$ cat src/rtl/chunk_pingpong_scheduler_if.sv
// Loader, bank-control and compute-handshake bundle of the ping-pong chunk scheduler.
// The master side drives job control, loader beats and sub-chunk completion; the slave side is the scheduler.
interface chunk_pingpong_scheduler_if #(
  parameter int WR_DAT_CYC_NUM = 4,
  parameter int OUTPUT_BUF_NUM = 4,
  parameter int CHUNK_CNT_W    = 16
);
  localparam int WR_CNT_W = $clog2(WR_DAT_CYC_NUM);
  localparam int SEL_W    = $clog2(OUTPUT_BUF_NUM);
  localparam int SUB_W    = SEL_W + 1;

  logic                   start_i;
  logic [CHUNK_CNT_W-1:0] cfg_chunk_num_i;
  logic [SUB_W-1:0]       cfg_sub_chunk_num_i;
  logic                   ld_valid_i;
  logic                   ld_ready_o;
  logic                   chunk_wr_valid_o;
  logic [WR_CNT_W-1:0]    chunk_wr_count_o;
  logic                   chunk_wr_sel_o;
  logic                   chunk_rd_sel_o;
  logic [1:0]             ifm_chunk_rdy_o;
  logic                   run_valid_o;
  logic                   sub_chunk_start_o;
  logic                   sub_chunk_end_i;
  logic [SEL_W-1:0]       acc_buf_sel_o;
  logic                   busy_o;
  logic                   done_o;

  modport master (
    output start_i, cfg_chunk_num_i, cfg_sub_chunk_num_i, ld_valid_i, sub_chunk_end_i,
    input  ld_ready_o, chunk_wr_valid_o, chunk_wr_count_o, chunk_wr_sel_o, chunk_rd_sel_o,
           ifm_chunk_rdy_o, run_valid_o, sub_chunk_start_o, acc_buf_sel_o, busy_o, done_o
  );

  modport slave (
    input  start_i, cfg_chunk_num_i, cfg_sub_chunk_num_i, ld_valid_i, sub_chunk_end_i,
    output ld_ready_o, chunk_wr_valid_o, chunk_wr_count_o, chunk_wr_sel_o, chunk_rd_sel_o,
           ifm_chunk_rdy_o, run_valid_o, sub_chunk_start_o, acc_buf_sel_o, busy_o, done_o
  );
endinterface

$ cat src/rtl/chunk_pingpong_scheduler.sv
// Double-buffered chunk sequencer: the loader fills the free bank while compute runs
// sub-chunks from the full one; each bank is released after its last sub-chunk.
module chunk_pingpong_scheduler #(
  parameter int WR_DAT_CYC_NUM = 4,
  parameter int OUTPUT_BUF_NUM = 4,
  parameter int CHUNK_CNT_W    = 16
) (
  input  logic                          clk_i,
  input  logic                          rst_i,
  chunk_pingpong_scheduler_if.slave     bus
);
  localparam int WR_CNT_W = $clog2(WR_DAT_CYC_NUM);
  localparam int SEL_W    = $clog2(OUTPUT_BUF_NUM);
  localparam int SUB_W    = SEL_W + 1;

  typedef enum logic [2:0] {IDLE, WAIT, START, RUN, RELEASE, DONE} state_t;

  state_t                 state;
  logic [CHUNK_CNT_W-1:0] chunk_num;
  logic [CHUNK_CNT_W-1:0] chunks_loaded;
  logic [CHUNK_CNT_W-1:0] chunks_done;
  logic [SUB_W-1:0]       sub_num;
  logic [SUB_W-1:0]       sub_num_m1;
  logic [SEL_W-1:0]       sub_idx;
  logic [SEL_W-1:0]       acc_buf_sel;
  logic [WR_CNT_W-1:0]    wr_count;
  logic                   wr_sel;
  logic                   rd_sel;
  logic [1:0]             full;
  logic                   run_valid;
  logic                   sub_chunk_start;
  logic                   done;
  logic                   busy;
  logic                   ld_ready;
  logic                   wr_fire;
  logic                   wr_last;

  // Zero sub-chunks means one; more than the accumulation buffers is clamped.
  function automatic logic [SUB_W-1:0] clamp_sub(input logic [SUB_W-1:0] n);
    if (n == '0) return SUB_W'(1);
    if (n > SUB_W'(OUTPUT_BUF_NUM)) return SUB_W'(OUTPUT_BUF_NUM);
    return n;
  endfunction

  assign busy       = (state != IDLE);
  assign ld_ready   = busy && !full[wr_sel] && (chunks_loaded < chunk_num);
  assign wr_fire    = bus.ld_valid_i && ld_ready;
  assign wr_last    = wr_fire && (wr_count == WR_CNT_W'(WR_DAT_CYC_NUM - 1));
  assign sub_num_m1 = sub_num - 1'b1;

  // NOTE: all state below is updated with nonblocking assignments so every branch
  // reads the pre-edge values, which lets the writer and RELEASE touch full[] in one cycle.
  always_ff @(posedge clk_i or negedge rst_i) begin
    if (!rst_i) begin
      state           <= IDLE;
      chunk_num       <= '0;
      chunks_loaded   <= '0;
      chunks_done     <= '0;
      sub_num         <= '0;
      sub_idx         <= '0;
      acc_buf_sel     <= '0;
      wr_count        <= '0;
      wr_sel          <= 1'b0;
      rd_sel          <= 1'b0;
      full            <= 2'b00;
      run_valid       <= 1'b0;
      sub_chunk_start <= 1'b0;
      done            <= 1'b0;
    end else begin
      sub_chunk_start <= 1'b0;
      done            <= 1'b0;

      // Writer only ever fills the empty bank, so its set never collides with RELEASE's clear.
      if (wr_fire) begin
        if (wr_last) begin
          wr_count      <= '0;
          full[wr_sel]  <= 1'b1;
          wr_sel        <= ~wr_sel;
          chunks_loaded <= chunks_loaded + 1'b1;
        end else begin
          wr_count <= wr_count + 1'b1;
        end
      end

      unique case (state)
        IDLE: begin
          if (bus.start_i) begin
            chunk_num     <= bus.cfg_chunk_num_i;
            sub_num       <= clamp_sub(bus.cfg_sub_chunk_num_i);
            chunks_loaded <= '0;
            chunks_done   <= '0;
            sub_idx       <= '0;
            acc_buf_sel   <= '0;
            wr_count      <= '0;
            wr_sel        <= 1'b0;
            rd_sel        <= 1'b0;
            full          <= 2'b00;
            if (bus.cfg_chunk_num_i == '0) begin
              state <= DONE;
              done  <= 1'b1;
            end else begin
              state <= WAIT;
            end
          end
        end
        WAIT: begin
          if (full[rd_sel]) begin
            state           <= START;
            sub_chunk_start <= 1'b1;
            run_valid       <= 1'b1;
            acc_buf_sel     <= sub_idx;
          end
        end
        START: state <= RUN;
        RUN: begin
          if (bus.sub_chunk_end_i) begin
            if (sub_idx == sub_num_m1[SEL_W-1:0]) begin
              state     <= RELEASE;
              run_valid <= 1'b0;
            end else begin
              sub_idx         <= sub_idx + 1'b1;
              acc_buf_sel     <= sub_idx + 1'b1;
              sub_chunk_start <= 1'b1;
              state           <= START;
            end
          end
        end
        RELEASE: begin
          full[rd_sel] <= 1'b0;
          rd_sel       <= ~rd_sel;
          sub_idx      <= '0;
          chunks_done  <= chunks_done + 1'b1;
          if (chunks_done == chunk_num - 1'b1) begin
            state <= DONE;
            done  <= 1'b1;
          end else begin
            state <= WAIT;
          end
        end
        DONE:    state <= IDLE;
        default: state <= IDLE;
      endcase
    end
  end

  assign bus.ld_ready_o        = ld_ready;
  assign bus.chunk_wr_valid_o  = wr_fire;
  assign bus.chunk_wr_count_o  = wr_count;
  assign bus.chunk_wr_sel_o    = wr_sel;
  assign bus.chunk_rd_sel_o    = rd_sel;
  assign bus.ifm_chunk_rdy_o   = full;
  assign bus.run_valid_o       = run_valid;
  assign bus.sub_chunk_start_o = sub_chunk_start;
  assign bus.acc_buf_sel_o     = acc_buf_sel;
  assign bus.busy_o            = busy;
  assign bus.done_o            = done;
endmodule

$ cat src/flat_wrapper.sv
// flat-port wrapper written by rule: the top's interface ports become plain ports
module chunk_pingpong_scheduler_flat 
#(
  parameter int WR_DAT_CYC_NUM = 4,
  parameter int OUTPUT_BUF_NUM = 4,
  parameter int CHUNK_CNT_W    = 16
)
  (clk_i, rst_i, bus_start_i, bus_cfg_chunk_num_i, bus_cfg_sub_chunk_num_i, bus_ld_valid_i, bus_sub_chunk_end_i, bus_ld_ready_o, bus_chunk_wr_valid_o, bus_chunk_wr_count_o, bus_chunk_wr_sel_o, bus_chunk_rd_sel_o, bus_ifm_chunk_rdy_o, bus_run_valid_o, bus_sub_chunk_start_o, bus_acc_buf_sel_o, bus_busy_o, bus_done_o);
  chunk_pingpong_scheduler_if #(.WR_DAT_CYC_NUM(WR_DAT_CYC_NUM), .OUTPUT_BUF_NUM(OUTPUT_BUF_NUM), .CHUNK_CNT_W(CHUNK_CNT_W)) bus_i ();
  input  logic clk_i;
  input  logic rst_i;
  input wire logic [$bits(bus_i.start_i)-1:0] bus_start_i;
  input wire logic [$bits(bus_i.cfg_chunk_num_i)-1:0] bus_cfg_chunk_num_i;
  input wire logic [$bits(bus_i.cfg_sub_chunk_num_i)-1:0] bus_cfg_sub_chunk_num_i;
  input wire logic [$bits(bus_i.ld_valid_i)-1:0] bus_ld_valid_i;
  input wire logic [$bits(bus_i.sub_chunk_end_i)-1:0] bus_sub_chunk_end_i;
  output wire logic [$bits(bus_i.ld_ready_o)-1:0] bus_ld_ready_o;
  output wire logic [$bits(bus_i.chunk_wr_valid_o)-1:0] bus_chunk_wr_valid_o;
  output wire logic [$bits(bus_i.chunk_wr_count_o)-1:0] bus_chunk_wr_count_o;
  output wire logic [$bits(bus_i.chunk_wr_sel_o)-1:0] bus_chunk_wr_sel_o;
  output wire logic [$bits(bus_i.chunk_rd_sel_o)-1:0] bus_chunk_rd_sel_o;
  output wire logic [$bits(bus_i.ifm_chunk_rdy_o)-1:0] bus_ifm_chunk_rdy_o;
  output wire logic [$bits(bus_i.run_valid_o)-1:0] bus_run_valid_o;
  output wire logic [$bits(bus_i.sub_chunk_start_o)-1:0] bus_sub_chunk_start_o;
  output wire logic [$bits(bus_i.acc_buf_sel_o)-1:0] bus_acc_buf_sel_o;
  output wire logic [$bits(bus_i.busy_o)-1:0] bus_busy_o;
  output wire logic [$bits(bus_i.done_o)-1:0] bus_done_o;
  assign bus_i.start_i = bus_start_i;
  assign bus_i.cfg_chunk_num_i = bus_cfg_chunk_num_i;
  assign bus_i.cfg_sub_chunk_num_i = bus_cfg_sub_chunk_num_i;
  assign bus_i.ld_valid_i = bus_ld_valid_i;
  assign bus_i.sub_chunk_end_i = bus_sub_chunk_end_i;
  assign bus_ld_ready_o = bus_i.ld_ready_o;
  assign bus_chunk_wr_valid_o = bus_i.chunk_wr_valid_o;
  assign bus_chunk_wr_count_o = bus_i.chunk_wr_count_o;
  assign bus_chunk_wr_sel_o = bus_i.chunk_wr_sel_o;
  assign bus_chunk_rd_sel_o = bus_i.chunk_rd_sel_o;
  assign bus_ifm_chunk_rdy_o = bus_i.ifm_chunk_rdy_o;
  assign bus_run_valid_o = bus_i.run_valid_o;
  assign bus_sub_chunk_start_o = bus_i.sub_chunk_start_o;
  assign bus_acc_buf_sel_o = bus_i.acc_buf_sel_o;
  assign bus_busy_o = bus_i.busy_o;
  assign bus_done_o = bus_i.done_o;
  chunk_pingpong_scheduler #(.WR_DAT_CYC_NUM(WR_DAT_CYC_NUM), .OUTPUT_BUF_NUM(OUTPUT_BUF_NUM), .CHUNK_CNT_W(CHUNK_CNT_W)) u_core (.clk_i(clk_i), .rst_i(rst_i), .bus(bus_i));
endmodule
$ cat config.mk
export PLATFORM = sky130hd
export DESIGN_NAME = chunk_pingpong_scheduler_flat
export DESIGN_NICKNAME = d
export VERILOG_FILES = /design/src/rtl/chunk_pingpong_scheduler_if.sv /design/src/rtl/chunk_pingpong_scheduler.sv /design/src/flat_wrapper.sv
export SDC_FILE = /design/constraint.sdc
export NUM_CORES = 1
export LEC_CHECK = 0
export ABC_AREA = 1
export BUFFER_PORTS_ARGS = -buffer_cell sky130_fd_sc_hd__buf_2
export CORE_MARGIN = 4
export CORE_UTILIZATION = 40
export CTS_CLUSTER_DIAMETER = 50
export DETAILED_ROUTE_END_ITERATION = 6
export SLEW_MARGIN = 20
export SYNTH_ARGS = -nofsm -noshare
export SYNTH_HDL_FRONTEND = slang
export SYNTH_SLANG_ARGS = --single-unit
$ cat constraint.sdc
create_clock -name clk_i -period 2.5 [get_ports clk_i]
set_clock_uncertainty 0.2 [all_clocks]
set_input_delay 0.125 -clock clk_i [delete_from_list [all_inputs] [get_ports clk_i]]
set_output_delay 0.125 -clock clk_i [all_outputs]
set_load 0.02 [all_outputs]
==> impl_metrics.env <==
export IMPL_cp_arrival_ns=2.05
export IMPL_finalSetupTns_ns=0
export IMPL_hpwl_um=8670
export IMPL_p_int_uw=2780
export IMPL_yosys_register_bits=66
export IMPL_synthDistinctLibCells=50
export IMPL_p_switching_uw=2320
export IMPL_fillers=1085
export IMPL_placed_cells=778
export IMPL_clk_pin_slew_worst_paths_ns=0.08
export IMPL_power_density_nw_per_um2=967
export IMPL_slew_violations=0
export IMPL_nets=717
export IMPL_period_needed_ns=2.38
export IMPL_grt_pass1_wl_um=19700
export IMPL_crit_family="flip-flops"
export IMPL_cp_max_fo=4
export IMPL_via_per_inst=5.02
export IMPL_swShare=0.455
export IMPL_pre_cts_ws_ns=0.171
export IMPL_cts_sinks=66
export IMPL_ctsRootBufferMaster="clkbuf_8"
export IMPL_max_slew_margin=0.600
export IMPL_cp_num_buf_inv=3
export IMPL_synth_nets=645
export IMPL_synth_commonest_cells="nand2_1 (139), inv_1 (78), nor2_1 (74)"
export IMPL_synth_edf_count=0
export IMPL_drtAntennaViolNets=0
export IMPL_drv_cap=0
export IMPL_grt_pass1_vias=4188
export IMPL_setup_viol=0
export IMPL_whs_ns=0.0788
export IMPL_design_core_area_um2=10800
export IMPL_layout_setup_ws_ns=0.123
export IMPL_vias=4112
export IMPL_drive_gt1_frac=0.166
export IMPL_fin_crit_sh=0.951
export IMPL_combPwrFrac=0.485
export IMPL_drc=0
export IMPL_crit_top_cell="inv_1"
export IMPL_die_h_um=113
export IMPL_layoutNonFillerInstCount=819
export IMPL_synthFlopType="dfrtp_1"
export IMPL_synth_warnings=0
export IMPL_yosysMostFrequentCell="nand2_1"
export IMPL_wire_per_inst_um=14.0
export IMPL_irDropWorstVdd_mv=0.483
export IMPL_power_leakage_uw=0.00268
export IMPL_rows=38
export IMPL_start_util=0.409
export IMPL_final_hold_viol_count=0
export IMPL_hp_class="primary input to asynchronous set/reset pin"
export IMPL_gp_congestion=0.920
export IMPL_syn_inst=602
export IMPL_syn_area_per_cell_um2=7.36
export IMPL_die_area_um2=12800
export IMPL_fp_dieW_um=113
export IMPL_crit_type="register to output pin"
export IMPL_fmax_ghz=0.421
export IMPL_layout_area_overhead_vs_synth_pct=19.1
export IMPL_n_antenna_cell=0
export IMPL_clk_latency_ns=0.36
export IMPL_synth_area_leaders="dfrtp_1 (37%), nand2_1 (12%), inv_1 (6.6%)"
export IMPL_yosysSeqAreaShare=0.373
export IMPL_cts_max_path_buffers=2
export IMPL_grt_max_degree=27
export IMPL_rsz0062_at_grt="no"
export IMPL_io_pin_count=38
export IMPL_worstPathRequired_ns=2.17
export IMPL_final_util=0.487
export IMPL_yosys_area_top_type="dfrtp_1"
export IMPL_antenna_found_initial=0
export IMPL_synth_top_area_frac=0.373
export IMPL_critPathSlowestCell="dfrtp_1"
export IMPL_status="finished clean"
export IMPL_cp_start_kind="register"
export IMPL_cts_made_buffers=9
export IMPL_cts_htree_levels=3
export IMPL_dr_pass1_iters=4
export IMPL_path_cells="inv_1 -> ha_1 -> a21o_1 -> nand3_1 -> a21oi_2 -> nor2_4 -> nand3_4 -> inv_1 -> buf_2"
export IMPL_cts_tree="done"
export IMPL_worst_pin_slew_ns=0.595
export IMPL_synthesis_area_um2=4430
export IMPL_max_stage_delay_ns=0.41
export IMPL_overflow=0
export IMPL_p_seq_frac=0.311
export IMPL_cp_end_kind="output pin"
export IMPL_ys_async_sr_fraction=1.00
export IMPL_wirelength_um=11400
export IMPL_clockPowerShare=0.204
export IMPL_drt_iter0_markers=197
export IMPL_grt_util_all_layers=0.192
export IMPL_portBuffers=37
[area by class of cell]
type                            instances  area, um2  share of cell area
Multi-Input combinational cell        441       2390               0.453
Timing Repair Buffer                   72        524              0.0993
Clock inverter                          5       77.6              0.0147
Clock buffer                           11        141              0.0268
Inverter                               84        317              0.0599
Sequential cell                        66       1650               0.313
Tap cell                              140        175              0.0332
[layer usage]
metal / vias up / GRT usage / wire, um
met5: - / 0 / 0
met4: 0 / 0.0881 / 410
met3: 28 / 0.0348 / 377
met2: 67 / 0.316 / 5400
met1: 1915 / 0.244 / 5260
li1: 2102 / - / -
[sequential cells by signal, indices dropped and copies added (netlist names), 2 cells and up]
name / cells
u_core.bus.acc_buf_sel_o: 2
u_core.bus.chunk_wr_count_o: 2
u_core.bus.ifm_chunk_rdy_o: 2
u_core.chunk_num: 16
u_core.chunks_done: 16
u_core.chunks_loaded: 16
u_core.state: 3
u_core.sub_idx: 2
u_core.sub_num: 2
[layout by cell type (no fill, tap or decap), types with 6 or more instances in the layout]
cell,Yosys,final
nor2_1,74,73
xor2_1,6,6
inv_2,4,7
nor2_2,7,7
dfrtp_1,66,65
clkbuf_8,0,10
o21ai_0,44,43
buf_2,6,37
dlygate4sd3_1,0,24
nand3_1,48,48
a21oi_1,16,14
ha_1,19,19
nand2_1,139,138
xnor2_1,7,7
a21oi_2,16,18
inv_1,78,75
buf_4,0,9
nor3_1,9,9
nand4_1,12,12
[what timing repair did]
action,4_1_cts,5_1_grt
hold buffers,24,0
endpoints found under the hold margin,43,0
setup buffers,0,1
setup endpoints to repair,0,12
gates resized for setup,0,10
[power groups by stage]
stage | sequential (uW) | combinational (uW) | clock [uW]
floorplan | 1620 | 1750 | 0
global placement | 1600 | 2370 | 0
detailed placement | 1610 | 2410 | 0
CTS | 1590 | 2460 | 1060
global route | 1630 | 2830 | 1100
finish | 1590 | 2480 | 1040
[through the flow]
step	power, uW	instance area (um2)
6_report	5110	5280
5_1_grt	5560	5280
4_1_cts	5110	5250
3_5_place_dp	4020	4790
3_3_place_gp	3970	4790
2_1_floorplan	3370	4430
[final timing paths]
check	start	to	slack [ns]	cells past startpoint
max	u_core.chunk_num[9]	bus_chunk_wr_valid_o	0.12	9
min	rst_i	u_core.chunks_done[6]	0.08	2
max reg2reg	u_core.state[1]	u_core.sub_num[1]	0.20	9
min reg2reg	u_core.bus.acc_buf_sel_o[1]	u_core.bus.acc_buf_sel_o[1]	0.29	2
max in group asynchronous	rst_i	u_core.chunks_loaded[13]	1.22	3
min in group clk_i	u_core.bus.acc_buf_sel_o[1]	u_core.bus.acc_buf_sel_o[1]	0.29	2
[cell families (layout without fill, tap and decap cells)]
kind of cell | count (synthesis) | in the layout | synth area share
flip-flops | 66 | 66 | 0.373
buffers and inverters | 95 | 172 | 0.0914
multiplexers | 3 | 3 | 0.00706
AO/OA/AOI/OAI | 97 | 97 | 0.134
XOR/XNOR | 13 | 13 | 0.0257
AND/OR/NAND/NOR | 309 | 309 | 0.316
adder cells (fa/ha/maj) | 19 | 19 | 0.0536
Note: power is estimated with default switching activity, not from simulation.
